[config.mk]
export PLATFORM = sky130hd
export DESIGN_NAME = multdiv_issue_ctrl
export DESIGN_NICKNAME = d
export VERILOG_FILES = /design/src/rtl/multdiv_pkg.sv /design/src/rtl/multdiv_timeout_cnt.sv /design/src/rtl/multdiv_issue_ctrl.sv
export SDC_FILE = /design/constraint.sdc
export NUM_CORES = 1
export LEC_CHECK = 0
export CAP_MARGIN = 20
export CORE_MARGIN = 2
export CORE_UTILIZATION = 45
export DETAILED_ROUTE_END_ITERATION = 10
export PLACE_DENSITY = 0.87
export SLEW_MARGIN = 0
export SYNTH_ARGS = -nofsm -noshare
export SYNTH_HDL_FRONTEND = slang
export SYNTH_HIERARCHICAL = 1
export SYNTH_SLANG_ARGS = --single-unit
[constraint.sdc]
create_clock -name clock -period 3.3 [get_ports clock]
set_clock_uncertainty 0.1 [all_clocks]
set_input_delay 0.66 -clock clock [delete_from_list [all_inputs] [get_ports clock]]
set_output_delay 0.66 -clock clock [all_outputs]
set_load 0.005 [all_outputs]
[src/rtl/multdiv_pkg.sv]
// Shared definitions for the mult/div issue controller.
// Contents: FSM state encoding, op-select constants, default watchdog limit.
package multdiv_pkg;

  typedef enum logic [1:0] {
    ST_IDLE  = 2'd0,
    ST_START = 2'd1,
    ST_WAIT  = 2'd2,
    ST_DONE  = 2'd3
  } state_t;

  localparam logic OP_MULT = 1'b0;
  localparam logic OP_DIV  = 1'b1;

  localparam int unsigned DEFAULT_TIMEOUT = 40;

endpackage

[src/rtl/multdiv_timeout_cnt.sv]
// Watchdog counter for the WAIT state of the mult/div issue controller.
// Only instantiated when MULTDIV_TIMEOUT_EN is defined.
// Ports:
//   clock, reset_n : clock, asynchronous active-low reset
//   clear          : synchronous clear (controller not in WAIT)
//   enable         : count one per cycle (controller in WAIT)
//   expired        : count has reached LIMIT; holds until cleared
module multdiv_timeout_cnt #(
  parameter int unsigned LIMIT = 40
) (
  input  logic clock,
  input  logic reset_n,
  input  logic clear,
  input  logic enable,
  output logic expired
);

  localparam int W = $clog2(LIMIT + 1);

  logic [W-1:0] cnt;

  assign expired = (cnt == W'(LIMIT));

  // Saturates at LIMIT so expired stays asserted until the controller leaves WAIT.
  always_ff @(posedge clock or negedge reset_n) begin
    if (!reset_n) begin
      cnt <= '0;
    end else if (clear) begin
      cnt <= '0;
    end else if (enable && !expired) begin
      cnt <= cnt + 1'b1;
    end
  end

endmodule

[src/rtl/multdiv_issue_ctrl.sv]
// Issue controller between the execute stage and the mult/div units.
// Latches one op, holds its operands on unit_opA/unit_opB for the whole op,
// pulses ctrl_MULT or ctrl_DIV for one cycle, waits for the unit's ready and
// returns result/exception/tag to the consumer. busy stalls upstream.
//
// Handshakes: a transfer happens on a rising clock edge where valid and ready
// are both high. The producer holds valid and its payload stable until that
// edge; ready may be asserted independently of valid. in_ready is high only in
// IDLE; out_valid is high only in DONE and its payload is stable until taken.
//
// Ports:
//   clock, reset_n               : clock, asynchronous active-low reset
//   in_valid/in_ready            : request handshake
//   in_is_div, in_opA/B, in_tag  : request payload
//   unit_opA/B                   : held operands to both units
//   ctrl_MULT/ctrl_DIV           : one-cycle unit start pulses
//   mult_*/div_*                 : unit result, exception, result-ready
//   out_valid/out_ready          : response handshake
//   out_result, out_exc, out_tag : response payload
//   busy                         : high whenever not IDLE
//   dbg_state                    : current FSM state (multdiv_pkg::state_t encoding)
//
// Configuration macro: MULTDIV_TIMEOUT_EN enables a WAIT watchdog that ends the
// op with result=0, exc=1 after TIMEOUT_CYCLES cycles without a ready.
module multdiv_issue_ctrl
  import multdiv_pkg::*;
#(
  parameter int          TAG_W          = 5,
  parameter int unsigned TIMEOUT_CYCLES = DEFAULT_TIMEOUT
) (
  input  logic             clock,
  input  logic             reset_n,
  input  logic             in_valid,
  output logic             in_ready,
  input  logic             in_is_div,
  input  logic [31:0]      in_opA,
  input  logic [31:0]      in_opB,
  input  logic [TAG_W-1:0] in_tag,
  output logic [31:0]      unit_opA,
  output logic [31:0]      unit_opB,
  output logic             ctrl_MULT,
  output logic             ctrl_DIV,
  input  logic [31:0]      mult_result,
  input  logic             mult_exc,
  input  logic             mult_rdy,
  input  logic [31:0]      div_result,
  input  logic             div_exc,
  input  logic             div_rdy,
  output logic             out_valid,
  input  logic             out_ready,
  output logic [31:0]      out_result,
  output logic             out_exc,
  output logic [TAG_W-1:0] out_tag,
  output logic             busy,
  output logic [1:0]       dbg_state
);

  state_t             state;
  logic [31:0]        op_a;
  logic [31:0]        op_b;
  logic               op_is_div;
  logic [TAG_W-1:0]   op_tag;
  logic [31:0]        res_q;
  logic               exc_q;
  logic               ctrl_mult_q;
  logic               ctrl_div_q;
  logic               wait_first;
  logic               timeout_hit;

  logic               sel_rdy;
  logic [31:0]        sel_result;
  logic               sel_exc;

  assign sel_rdy    = (op_is_div == OP_DIV) ? div_rdy    : mult_rdy;
  assign sel_result = (op_is_div == OP_DIV) ? div_result : mult_result;
  assign sel_exc    = (op_is_div == OP_DIV) ? div_exc    : mult_exc;

`ifdef MULTDIV_TIMEOUT_EN
  multdiv_timeout_cnt #(
    .LIMIT (TIMEOUT_CYCLES)
  ) u_timeout (
    .clock   (clock),
    .reset_n (reset_n),
    .clear   (state != ST_WAIT),
    .enable  (state == ST_WAIT),
    .expired (timeout_hit)
  );
`else
  assign timeout_hit = 1'b0;
  // The limit has no effect without the watchdog; referencing it here keeps
  // an override of the parameter meaningful to elaboration in both builds.
  if (TIMEOUT_CYCLES < 1) begin : g_timeout_unused
  end
`endif

  always_ff @(posedge clock or negedge reset_n) begin
    if (!reset_n) begin
      state       <= ST_IDLE;
      op_a        <= '0;
      op_b        <= '0;
      op_is_div   <= OP_MULT;
      op_tag      <= '0;
      res_q       <= '0;
      exc_q       <= 1'b0;
      ctrl_mult_q <= 1'b0;
      ctrl_div_q  <= 1'b0;
      wait_first  <= 1'b0;
    end else begin
      // Start pulses are only ever set on the IDLE->START edge, so they are
      // high exactly for the single START cycle.
      ctrl_mult_q <= 1'b0;
      ctrl_div_q  <= 1'b0;
      case (state)
        ST_IDLE: begin
          if (in_valid) begin
            op_a      <= in_opA;
            op_b      <= in_opB;
            op_is_div <= in_is_div;
            op_tag    <= in_tag;
            if ((in_is_div == OP_DIV) && (in_opB == 32'd0)) begin
              // Divide by zero never reaches the divider.
              res_q <= '0;
              exc_q <= 1'b1;
              state <= ST_DONE;
            end else begin
              ctrl_mult_q <= (in_is_div == OP_MULT);
              ctrl_div_q  <= (in_is_div == OP_DIV);
              state       <= ST_START;
            end
          end
        end
        ST_START: begin
          wait_first <= 1'b1;
          state      <= ST_WAIT;
        end
        ST_WAIT: begin
          wait_first <= 1'b0;
          // The unit's ready is left over from its previous op until its
          // internal counter clears, so it is not trusted in the first cycle.
          if (!wait_first && sel_rdy) begin
            res_q <= sel_result;
            exc_q <= sel_exc;
            state <= ST_DONE;
          end else if (timeout_hit) begin
            res_q <= '0;
            exc_q <= 1'b1;
            state <= ST_DONE;
          end
        end
        ST_DONE: begin
          if (out_ready) begin
            state <= ST_IDLE;
          end
        end
        default: state <= ST_IDLE;
      endcase
    end
  end

  assign in_ready   = (state == ST_IDLE);
  assign busy       = (state != ST_IDLE);
  assign out_valid  = (state == ST_DONE);
  assign unit_opA   = op_a;
  assign unit_opB   = op_b;
  assign ctrl_MULT  = ctrl_mult_q;
  assign ctrl_DIV   = ctrl_div_q;
  assign out_result = res_q;
  assign out_exc    = exc_q;
  assign out_tag    = op_tag;
  assign dbg_state  = state;

endmodule

Word-level counts from Yosys, hierarchy flattened
Cells that the tools add are included.

cells by class
  muxes and demuxes = 23
  bitwise logic cells = 1
  equality and inequality tests = 7
  reductions and logical operators = 11

operator list
  kind                                                                    count
  32-bit 2-to-1 mux                                                       4
  32-bit one-hot mux with 2 select lines                                  1
  32-bit logical NOT                                                      1
  1-bit 2-to-1 mux                                                        11
  2-bit 2-to-1 mux                                                        4
  2-bit one-hot mux with 4 select lines                                   1
  2-bit nonzero test                                                      3
  2-bit equality test (second input constant)                             2
  2-bit by 1-bit != test with 1-bit output (second input constant)        2
  2-bit != test (second input constant)                                   2
  1-bit one-hot mux with 2 select lines                                   2
  4-bit AND reduction                                                     1
  3-bit AND reduction                                                     1
  2-bit by 1-bit equality test with 1-bit output (second input constant)  1
  1-bit logical AND                                                       2
  2-bit logical NOT                                                       1
  2-bit AND reduction                                                     1
  1-bit logical NOT                                                       1
  1-bit inverter                                                          1

word-level totals
  word-level logic and storage cells = 52
  output and inout port bits = 109
  register bits = 108

Depth between registers and ports, before layout
  depth after elaboration = 5
  depth in mapped cells = 9

Worst setup path before layout
No wires, ideal clock.

  path type = input to register
  start = in in_opB[16]
  end = reg res_q[22] (netlist: out_result[22])
  slack = 1.039 ns
  required time = 3.071 ns
  stages on the path = 7
  arrival = 2.032 ns
  path through = nor4_1 -> nand2_1 -> or4_1 -> buf_2 -> buf_2 -> o211ai_1 -> nand2_1

between the ends
  longest elaborated chain between the ends = 4

RTL lines
  element                                             RTL line                   RTL
  start, declared                                     multdiv_issue_ctrl.sv:37   input logic [31:0] in_opB,
  32-bit logical NOT                                  multdiv_issue_ctrl.sv:120  if ((in_is_div == OP_DIV) && (in_opB == 32'd0)) begin
  1-bit logical AND                                   multdiv_issue_ctrl.sv:120
  2-bit by 1-bit != test with 1-bit output (no line)  --
  4-bit AND reduction (no line)                       --
  end signal, assigned                                multdiv_issue_ctrl.sv:141  res_q <= sel_result;
  end, declared                                       multdiv_issue_ctrl.sv:63   logic [31:0] res_q;

Every way passes these cells.
A chain may end at the register's enable or synchronous reset.

Final worst setup path
  start = in in_opB[25]
  end = reg exc_q (netlist: out_exc)

between the ends
  longest elaborated chain between the ends = 4

RTL lines
  element                                             RTL line                   RTL
  32-bit logical NOT                                  multdiv_issue_ctrl.sv:120
  1-bit logical AND                                   multdiv_issue_ctrl.sv:120
  2-bit by 1-bit != test with 1-bit output (no line)  --
  4-bit AND reduction (no line)                       --
  end signal, assigned                                multdiv_issue_ctrl.sv:142  exc_q <= sel_exc;
  end, declared                                       multdiv_issue_ctrl.sv:64   logic exc_q;

Every way passes these cells.

==> metrics.cfg <==
[min_path]
min_path_type = in2async

[sta]
hold_viol_final = 0
max-slew-margin-rel = 0.397
tns_ns = 0
rsz0062_at_grt = false
postLayoutSetupSlackWorst_ns = 0.500
fmax_mhz = 357
post-route-period-util = 0.848
period_minus_slack_ns = 2.80
maxSlewViolCount = 0
setup_viol = 0
worst_pin_slew_ns = 0.904

[clocking]
post-cts-setup-buffers = 0
cts_buffer_depth = 2
ctsResizeCount = 0
clockRootBuffer = clkbuf_16
clock_latency_ns = 0.35
cts_buffers = 9
htreeDepth = 3
clk_pin_slew_ns = 0.08
ctsHoldBuffers = 0
cts_tree = yes
cts_sinks = 108

[pwr]
peakVddDrop_v = 0.000543
p_sw_frac = 0.346
leakagePower_uw = 0.00327
p_seq_frac = 0.328
comb_power_share = 0.520
power_switching_uw = 2570
powerDensity_nw_per_um2 = 892
intPower_uw = 4870
pwr-share-clk = 0.152

[placed_design]
place.gp.congestion = 0.793
dp_hpwl_um = 12800
preCtsSetupSlack_ns = 0.270
portBuffers = 250

[worst_setup_path]
r2r_start = dbg_state[0]
path_cells = clkdlybuf4s50_1 > nor4_1 > nand2_1 > or4_1 > buf_4 > o311a_1 > nand2_1
r2r_end = out_result[24]
cpLargestDelayFamily = simple AND/OR/NAND/NOR gates
cpMaxStageDelayCell = or4_1
rrSetupSlack_ns = 0.77
cp_max_fo = 21
ff2ff_path_depth = 7
cpMostUsedCell = nand2_1
end_kind = flip-flop
worstPathArrival_ns = 2.99
max_stage_delay_ns = 0.58
start_kind = primary input
worstPathRequired_ns = 3.49
path_buf_inv = 2
path_class = in2reg

[grt]
grt_max_degree = 100
grt_pass1_wl_um = 27200
antenna_found_initial = 0
globalRouteOverflowTotal = 0
grt_usage = 0.269
grt_pass1_vias = 5097

[yosys]
syn-num-nets = 617
synth_top_area_frac = 0.501
synth_area_um2 = 5390
syn_area_per_cell_um2 = 11.4
yosys_warnings = 6
synth-seq-area-share = 0.501
ys_seq_elements = 108
yosysTopAreaCell = dfrtp_1
synthCells = 471
synth_cell_types = 27
synth_area_leaders = dfrtp_1, mux2_2, nor4_1, mux2i_1, a221oi_1

[routing]
avgViaCountPerCell = 5.88
dr.pass1.iters = 4
drc_errors = 0
vias = 4959
wl_per_cell_um = 20.8
ant_nets = 0
drtIter0Drc = 334
drt-total-wl_um = 17500

[cells_and_area]
fill_cells = 772
area_delta_synth_final_pct = 54.8
post-route-util = 0.722
drive_above_1_share = 0.155
fin_nets = 842
final_common_cell = clkdlybuf4s50_1
mostFrequentLayoutCells = clkdlybuf4s50_1, dfrtp_1, nor4_1
antenna_cells = 0

[floorplanning]
fp.dieW_um = 113
core_um2 = 11600
row_count = 39
dieArea_um2 = 12900
initial_core_util = 0.466
fp.dieH_um = 113
ios = 251

[run_status]
status = finished, final reports clean

[flow_run]
maxCapViolCount = 0

[stage by stage]
| step | instances | hold WS, ns | instance area [µm²] | total power (µW) |
|---|---|---|---|---|
| 3_3_place_gp | 828 | 0.387 | 8040 | 6110 |
| 2_1_floorplan | 471 | 0.264 | 5390 | 4230 |
| 6_report | 844 | 0.264 | 8350 | 7440 |
| 4_1_cts | 844 | 0.295 | 8350 | 7480 |
| 5_1_grt | 844 | 0.326 | 8350 | 7860 |
| 3_5_place_dp | 828 | 0.393 | 8040 | 6310 |
[cells in the mapped netlist]
library cell and n:
nor3_1 2, and3b_1 1, or4_1 1, nand3b_1 1, o21ai_0 2, mux2_2 69, nor4_2 1, buf_1 3
o311a_1 1, a311oi_1 1, a221oi_1 32, inv_1 7, nand2_1 42, buf_2 15, a41oi_4 1, o211ai_1 33
nor4_1 72, nor2_1 2, mux2_4 1, dfrtp_1 108, or2_2 1, mux2i_1 33, ha_1 4, clkbuf_1 32
a21oi_1 4, nand2b_1 1, nor2b_1 1
[power by group through the flow]
stage / clock (µW) / sequential [µW] / combinational, µW
finish: 1130 / 2440 / 3870
global route: 1200 / 2520 / 4150
CTS: 1150 / 2440 / 3890
detailed placement: 0 / 2450 / 3860
global placement: 0 / 2390 / 3720
floorplan: 0 / 2430 / 1800
[area by class of cell]
class / instances / area [µm²] / share of cell area
clock inverters: 6 / 71.3 / 0.00855
multi-input cells: 306 / 2470 / 0.296
inverters: 7 / 26.3 / 0.00315
repair buffers: 264 / 2660 / 0.318
clock buffers: 10 / 239 / 0.0286
flip-flops and latches: 108 / 2700 / 0.324
well taps: 143 / 179 / 0.0214
[worst register-to-register path: stages, from the launching register on]
cell and delay [ns]:
dfrtp_1 0.38, inv_1 0.11, ha_1 0.32, inv_2 0.60
buf_4 0.39, nor4_1 0.09, a221oi_1 0.31, nand2_1 0.11
[cell families after synthesis]
family,after synthesis,synth area share
buffers and inverters,57,0.0432
flip-flops,108,0.501
adder cells (fa/ha/maj),4,0.00928
AO/OA/AOI/OAI,74,0.112
multiplexers,103,0.208
AND/OR/NAND/NOR,125,0.126
[registers in the layout, indices dropped and copies added (netlist names)]
name and cells:
unit_opA 32, out_tag 5, ctrl_MULT 1, out_result 32
wait_first 1, unit_opB 32, ctrl_DIV 1, op_is_div 1
out_exc 1, dbg_state 2
[routing by layer]
layer	vias up	global-route usage	wire, µm
li1	2280	-	-
met1	2418	0.305	6360
met2	233	0.487	9250
met3	28	0.0951	1570
met4	0	0.0667	341
met5	-	0	0
[worst max-delay path by stage]
stage          startpoint             end  slack (ns)  cells past startpoint
5_1_grt        in_opB[25]         out_exc        0.43                      7
3_3_place_gp   in_opB[17]         out_exc        0.29                      7
3_5_place_dp   in_opB[25]         out_exc        0.27                      7
4_1_cts        in_opB[25]         out_exc        0.55                      7
6_report       in_opB[25]         out_exc        0.50                      7
2_1_floorplan  in_opB[16]  out_result[22]        1.04                      7
Power figures use the tool's default switching activity.
